File: src/rtl/vga_scan_generator.sv
// rtl/vga_scan_generator.sv - VGA raster timing, pixel address stream and colour return path
// Counters advance on DOWNCOUNTER edges; colour/sync outputs lag the address by one pixel.
module vga_scan_generator #(
  parameter int H_VIS  = 640,
  parameter int H_FP   = 16,
  parameter int H_SYNC = 96,
  parameter int H_BP   = 48,
  parameter int V_VIS  = 480,
  parameter int V_FP   = 10,
  parameter int V_SYNC = 2,
  parameter int V_BP   = 33
) (
  input  logic       CLK,
  input  logic       RESET,
  input  logic       DOWNCOUNTER,
  input  logic [7:0] COLOUR_IN,
  output logic [9:0] ADDRH,
  output logic [8:0] ADDRV,
  output logic [7:0] COLOUR_OUT,
  output logic       HS,
  output logic       VS,
  output logic       REFRESH
);

  localparam logic [9:0] H_LAST       = 10'(H_VIS + H_FP + H_SYNC + H_BP - 1);
  localparam logic [9:0] V_LAST       = 10'(V_VIS + V_FP + V_SYNC + V_BP - 1);
  localparam logic [9:0] H_VIS_END    = 10'(H_VIS);
  localparam logic [9:0] V_VIS_END    = 10'(V_VIS);
  localparam logic [9:0] H_SYNC_START = 10'(H_VIS + H_FP);
  localparam logic [9:0] H_SYNC_END   = 10'(H_VIS + H_FP + H_SYNC);
  localparam logic [9:0] V_SYNC_START = 10'(V_VIS + V_FP);
  localparam logic [9:0] V_SYNC_END   = 10'(V_VIS + V_FP + V_SYNC);

  logic [9:0] hcnt;
  logic [9:0] vcnt;
  logic [9:0] hcnt_next;
  logic [9:0] vcnt_next;
  logic       pix_visible;
  logic       pix_hsync;
  logic       pix_vsync;
  logic       frame_blank_start;

  always_comb begin
    hcnt_next = hcnt + 10'd1;
    vcnt_next = vcnt;
    if (hcnt == H_LAST) begin
      hcnt_next = 10'd0;
      vcnt_next = (vcnt == V_LAST) ? 10'd0 : vcnt + 10'd1;
    end
    // Region flags describe the pixel held in the counters before this edge.
    pix_visible       = (hcnt < H_VIS_END) && (vcnt < V_VIS_END);
    pix_hsync         = (hcnt >= H_SYNC_START) && (hcnt < H_SYNC_END);
    pix_vsync         = (vcnt >= V_SYNC_START) && (vcnt < V_SYNC_END);
    frame_blank_start = (hcnt_next == 10'd0) && (vcnt_next == V_VIS_END);
  end

  always_ff @(posedge CLK or posedge RESET) begin
    if (RESET) begin
      hcnt       <= 10'd0;
      vcnt       <= 10'd0;
      ADDRH      <= 10'd0;
      ADDRV      <= 9'd0;
      COLOUR_OUT <= 8'h00;
      HS         <= 1'b1;
      VS         <= 1'b1;
      REFRESH    <= 1'b0;
    end else begin
      // REFRESH is one CLK wide regardless of the enable pattern.
      REFRESH <= 1'b0;
      if (DOWNCOUNTER) begin
        hcnt       <= hcnt_next;
        vcnt       <= vcnt_next;
        ADDRH      <= (hcnt_next < H_VIS_END) ? hcnt_next : 10'd0;
        ADDRV      <= (vcnt_next < V_VIS_END) ? vcnt_next[8:0] : 9'd0;
        COLOUR_OUT <= pix_visible ? COLOUR_IN : 8'h00;
        HS         <= ~pix_hsync;
        VS         <= ~pix_vsync;
        REFRESH    <= frame_blank_start;
      end
    end
  end

endmodule

File: config.mk
export PLATFORM = sky130hd
export DESIGN_NAME = vga_scan_generator
export DESIGN_NICKNAME = d
export VERILOG_FILES = /design/src/rtl/vga_scan_generator.sv
export SDC_FILE = /design/constraint.sdc
export NUM_CORES = 1
export LEC_CHECK = 0
export ABC_CLOCK_PERIOD_IN_PS = 2100
export CAP_MARGIN = 5
export CORE_MARGIN = 1.5
export CORE_UTILIZATION = 49
export CTS_CLUSTER_DIAMETER = 120
export DETAILED_ROUTE_END_ITERATION = 7
export GPL_ROUTABILITY_DRIVEN = 0
export PLACE_DENSITY = 0.8
export SYNTH_ARGS = -nofsm -noshare
export SYNTH_HDL_FRONTEND = slang
export SYNTH_SLANG_ARGS = --single-unit
File: constraint.sdc
create_clock -name CLK -period 2.1 [get_ports CLK]
set_input_delay 0.315 -clock CLK [delete_from_list [all_inputs] [get_ports CLK]]
set_output_delay 0.315 -clock CLK [all_outputs]
set_load 0.1 [all_outputs]
==> impl_metrics.ini, run 1 <==
[route]
routed_via_density = 5.974
initialDrtViolationCount = 312
drc = 0
vias = 2527
final_antenna_net_count = 0
wl_per_cell_um = 17.32
dr.pass1.iters = 5
routed_wl_um = 7328

[clocking]
cts_buffers = 5
clk_path_buf_depth = 2
cts_root_buffer = clkbuf_8
clk_pin_slew_worst_paths_ps = 90
clock_latency_ps = 310
cts_sinks = 50
cts_tree = done
htree_num_levels = 2

[yosys]
syn_area_per_cell_um2 = 9.818
synth.most_common_cell = dfrtp_1
synth_edf_count = 0
yosys-top-cells-count = 48 x dfrtp_1, 30 x nand2_1, 16 x o21ai_0
netlist_top_cells_area = dfrtp_1 43%, xnor2_1 4.4%, nand2_1 4.0%
ys_warn_count = 0
synth_flop_cell = dfrtp_1
ys_types = 52
yosysTopAreaCellShare_pct = 42.63
synth_top_cell_by_area = dfrtp_1
synthCells = 287
syn_nets = 303
ys_seq_elements = 50
async_reset_ff_share_pct = 100.0
syn_area_um2 = 2818
ys_seq_area_share_pct = 44.49

[die]
die-width_um = 78.83
start_util_pct = 50.86
row_count = 27
die_y_um = 78.83
ioPinCount = 41
core_area_um2 = 5540
die_area_um2 = 6214

[sta]
fin_worst_skew_ps = 8.192
hold_violations = 0
maxSlewHeadroom_pct = 70.05
fmax_mhz = 489.2
drv_slew = 0
grt_setup_unrepaired = yes
setup_tns_ps = 0
period_needed_ps = 2044
max_slew.worst_pin.slew_ps = 448.7
setup_viol = 0
finalCritPeriodShare_pct = 97.34

[setup_path]
cp_num_cells = 9
crit_path_top_delay_cell = dfrtp_1
critical_path.cell_chain = inv_2 -> ha_4 -> nor4b_4 -> and4bb_2 -> buf_6 -> o21ai_2 -> mux2_4 -> nor3_1 -> a22o_1
critPathTopFamily = simple AND/OR/NAND/NOR gates
max_stage_delay_ps = 390
worst_ep_arrival_time_ps = 2290
worstSetupEndpointType = flip-flop
start_kind = flip-flop
r2r-start = vcnt[1]
reg2regPathDepth = 9
critical_path_class = reg -> reg
r2r_end = ADDRV[0]
required_ps = 2350
worstPathMaxFanout = 4
rrSetupSlack_ps = 60
worst-path-buf-inv = 2

[global_route]
grt_max_degree = 39
grt_use_total_pct = 23.21
grt_overflow = 0
grt_pass1_wl_um = 11270
antenna_found_initial = 0
grt_pass1_vias = 2335

[finish]
nNetsFinal = 366
antennaDiodeCount = 0
area_delta_synth_final_pct = 30.28
finish.utilization_pct = 66.26
drive_gt1_share_pct = 31.91
final_cell_area_um2 = 3671
instances_no_fill = 423

[placed_design]
hpwl_um = 4660
port_buffers = 40
dp.cells = 401
post_dp_cell_area_um2 = 3312

[pwr]
ir_worst_vdd_uv = 1085
powerDensity_nw_per_um2 = 880.0
report.power.total_mw = 3.231
power_leakage_nw = 1.640

[job]
maxCapViolCount = 0

[outcome]
status = finished, final reports clean

[worst_hold_path]
holdCritPathClass = in -> async
[layer usage]
layer | GRT usage, % | part of all wire, %
met2 | 36.29 | 47
met3 | 4.138 | 8.2
met1 | 32.49 | 41
met4 | 8.246 | 3.0
met5 | 0 | 0
[placed cells by master (no fill, tap or decap), types with 4 or more instances in the layout]
| master | instances |
|---|---|
| a21oi_1 | 11 |
| a22o_1 | 10 |
| a31o_2 | 4 |
| buf_4 | 64 |
| clkbuf_8 | 6 |
| clkdlybuf4s50_1 | 10 |
| dfrtp_1 | 48 |
| inv_1 | 10 |
| nand2_1 | 29 |
| nand3_1 | 15 |
| nand4b_1 | 4 |
| nor2_1 | 12 |
| nor2b_1 | 6 |
| nor3_1 | 9 |
| o21ai_0 | 16 |
| o2bb2ai_1 | 10 |
| xnor2_1 | 13 |
| xor2_1 | 6 |
[kinds of logic (layout without fill, tap and decap cells)]
logic type,count (synthesis),after routing,share of synthesized area [%]
fa+ha+maj,5,5,2.220
mux,4,4,1.598
compound gates,70,70,18.43
buf+inv,37,100,6.749
xor+xnor,20,20,6.217
flops,50,50,44.49
simple gates,101,102,20.29
[where the power goes]
part	switching (mW)	total, mW	internal, mW	leakage (nW)
Sequential	0.0777	1.16	1.08	0.652
Combinational	0.872	1.24	0.365	0.916
Clock	0.324	0.832	0.508	0.0714
[flip-flops by register name, indices dropped and copies added, names as in the netlist]
register / count
ADDRV: 9
vcnt: 10
VS: 1
COLOUR_OUT: 8
REFRESH: 1
ADDRH: 10
hcnt: 10
HS: 1
[stage by stage]
| step | setup slack (ps) | hold slack, ps |
|---|---|---|
| 3_5_place_dp | 64.94 | 474.7 |
| 5_1_grt | -53.52 | 366.7 |
| 6_report | 55.90 | 331.9 |
| 2_1_floorplan | 55.68 | 443.6 |
| 4_1_cts | 40.13 | 340.5 |
| 3_3_place_gp | 105.4 | 474.8 |
[repair_timing]
item / CTS / global route
setup endpoints to repair: 0 / 16
buffers inserted: 0 / 13
gates resized for setup: 0 / 25
hold buffers: 0 / 0
[final cells by class]
type	instances	area [um2]
timing repair buffer	79	663.1
inverter	13	48.80
fill	420	1869
tap	72	90.09
clock inverter	2	60.06
multi-input combinational	201	1473
clock buffer	6	82.58
sequential	50	1254
[worst max path at each step]
stage / from / to / slack, ps
final: vcnt[1] / ADDRV[0] / 60
after detailed placement: vcnt[0] / ADDRV[4] / 60
after floorplan: hcnt[0] / ADDRV[1] / 60
after global routing: vcnt[3] / ADDRV[3] / -50
after CTS: vcnt[0] / ADDRV[4] / 40
after global placement: vcnt[0] / ADDRV[4] / 110
Note: power is estimated with default switching activity, not from simulation.
==> run 2, diff against run 1 <==
--- a/config.mk
+++ b/config.mk
@@ -7,6 +7,7 @@
 export LEC_CHECK = 0
 export ABC_CLOCK_PERIOD_IN_PS = 2100
 export CAP_MARGIN = 5
+export CORE_ASPECT_RATIO = 1.1
 export CORE_MARGIN = 1.5
 export CORE_UTILIZATION = 49
 export CTS_CLUSTER_DIAMETER = 120
==> impl_metrics.ini, run 2 (synthesized netlist as in run 1, its figures left out) <==
[sta]
whs_ps = 361.3
finalCritPeriodShare_pct = 96.10
timing.final.ws_setup_ps = 81.83
setup_tns_ps = 0
setup_viol = 0
max_slew.worst_pin.slew_ps = 401.3
fin_worst_skew_ps = 11.80
drv_slew = 0
hold_violations = 0
period_needed_ps = 2018
maxSlewHeadroom_pct = 73.22
fmax_mhz = 495.5

[finish]
antennaDiodeCount = 0
area_delta_synth_final_pct = 26.47
instances_no_fill = 426
mostFrequentLayoutCell = buf_4
finish.utilization_pct = 65.20
final_cell_area_um2 = 3563
final_cell_mix = 69 x buf_4, 48 x dfrtp_1, 30 x nand2_1
nNetsFinal = 366
top_regs = ADDRH (10), hcnt (10), vcnt (10)
drive_gt1_share_pct = 30.48

[die]
die_area_um2 = 6215
die-width_um = 75.30
die_y_um = 82.53
row_count = 28
ioPinCount = 41
start_util_pct = 51.56
core_area_um2 = 5465

[clocking]
clk_path_buf_depth = 2
clk_pin_slew_worst_paths_ps = 90
cts_sinks = 50
clock_latency_ps = 310
cts_buffers = 5
htree_num_levels = 2
hold_buffers = 0
cts_tree = done
cts_root_buffer = clkbuf_8

[placed_design]
dp.cells = 411
place_ws_ps = 28.10
hpwl_um = 4677
port_buffers = 40
post_dp_cell_area_um2 = 3356

[pwr]
ir_worst_vdd_uv = 808.7
clockPowerShare_pct = 22.1
power.net_switching_mw = 1.247
power_leakage_nw = 1.586
p_int_mw = 1.808
seq_power_share_pct = 37.7
powerDensity_nw_per_um2 = 857.2
combPwrFrac_pct = 40.2
switching_share_pct = 40.82
report.power.total_mw = 3.054

[worst_hold_path]
holdCritPathClass = in -> async

[route]
initialDrtViolationCount = 130
routed_wl_um = 6609
vias = 2389
wl_per_cell_um = 15.51
final_antenna_net_count = 0
wl_met2_um = 3260
dr.pass1.iters = 4
wl_met1_um = 2833
drc = 0
wl_met3_um = 350
routed.top_layer = met4
routed_via_density = 5.608

[global_route]
grt_use_total_pct = 22.73
antenna_found_initial = 0
grt_pass1_vias = 2243
grt_overflow = 0
grt_max_degree = 51
grt_pass1_wl_um = 10750

[job]
maxCapViolCount = 0

[setup_path]
required_ps = 2330
worst_ep_arrival_time_ps = 2240
critical_path_class = reg -> reg
start_kind = flip-flop
worstPathMaxFanout = 6
worstSetupEndpointType = flip-flop

[outcome]
status = finished, final reports clean
==> run 2: cell types whose count changed in the layout (fill, tap and decap cells not counted), moves of 2 or more <==
cell      change
buf_4         +5
buf_12        -2
buf_6         -2
clkbuf_1      +2
ha_2          +2
ha_4          -2
==> run 2: power groups by stage <==
stage               sequential (mW)  combinational, mW  clock, mW
finish                         1.15               1.23      0.675
global route                   1.17               1.30      0.721
detailed placement             1.17               1.21          0
CTS                            1.15               1.22      0.684
global placement               1.17               1.20          0
floorplan                      1.66              0.385          0
==> run 2: timing repair <==
item | in CTS | in global routing
setup buffers | 0 | 8
gates resized for setup | 0 | 12
setup endpoints to repair | 0 | 11
==> run 2: final cells by class <==
class | count | area (um2)
Clock inverter | 1 | 30.03
Fill cell | 459 | 1902
Inverter | 13 | 48.80
Sequential cell | 50 | 1254
Timing Repair Buffer | 80 | 638.1
Clock buffer | 7 | 76.32
Tap cell | 75 | 93.84
Multi-Input combinational cell | 200 | 1423
==> run 2: final timing paths <==
check / startpoint / to / slack [ps] / cells after the start
max in group asynchronous: RESET / HS / 1460 / 3
worst min-delay path: RESET / hcnt[0] / 360 / 3
worst max-delay path: hcnt[5] / ADDRV[3] / 80 / 6
min in group CLK: ADDRH[0] / ADDRH[0] / 500 / 1
worst min register to register: ADDRH[0] / ADDRH[0] / 500 / 1
worst max register to register: hcnt[5] / ADDRV[3] / 80 / 6
==> run 2: metal layers <==
layer  GRT usage [%]  up-vias
li1                -     1146
met4           9.643        0
met3           4.126       17
met1           30.70     1144
met5               0        -
met2           35.70       82
==> run 2: worst max-delay path, stage by stage, from the launching register on <==
cell and delay (ps):
dfrtp_1 390, nor2_1 320, and3_2 330, a41oi_1 130, o22a_2 280, nand3b_1 250, o2bb2ai_1 220
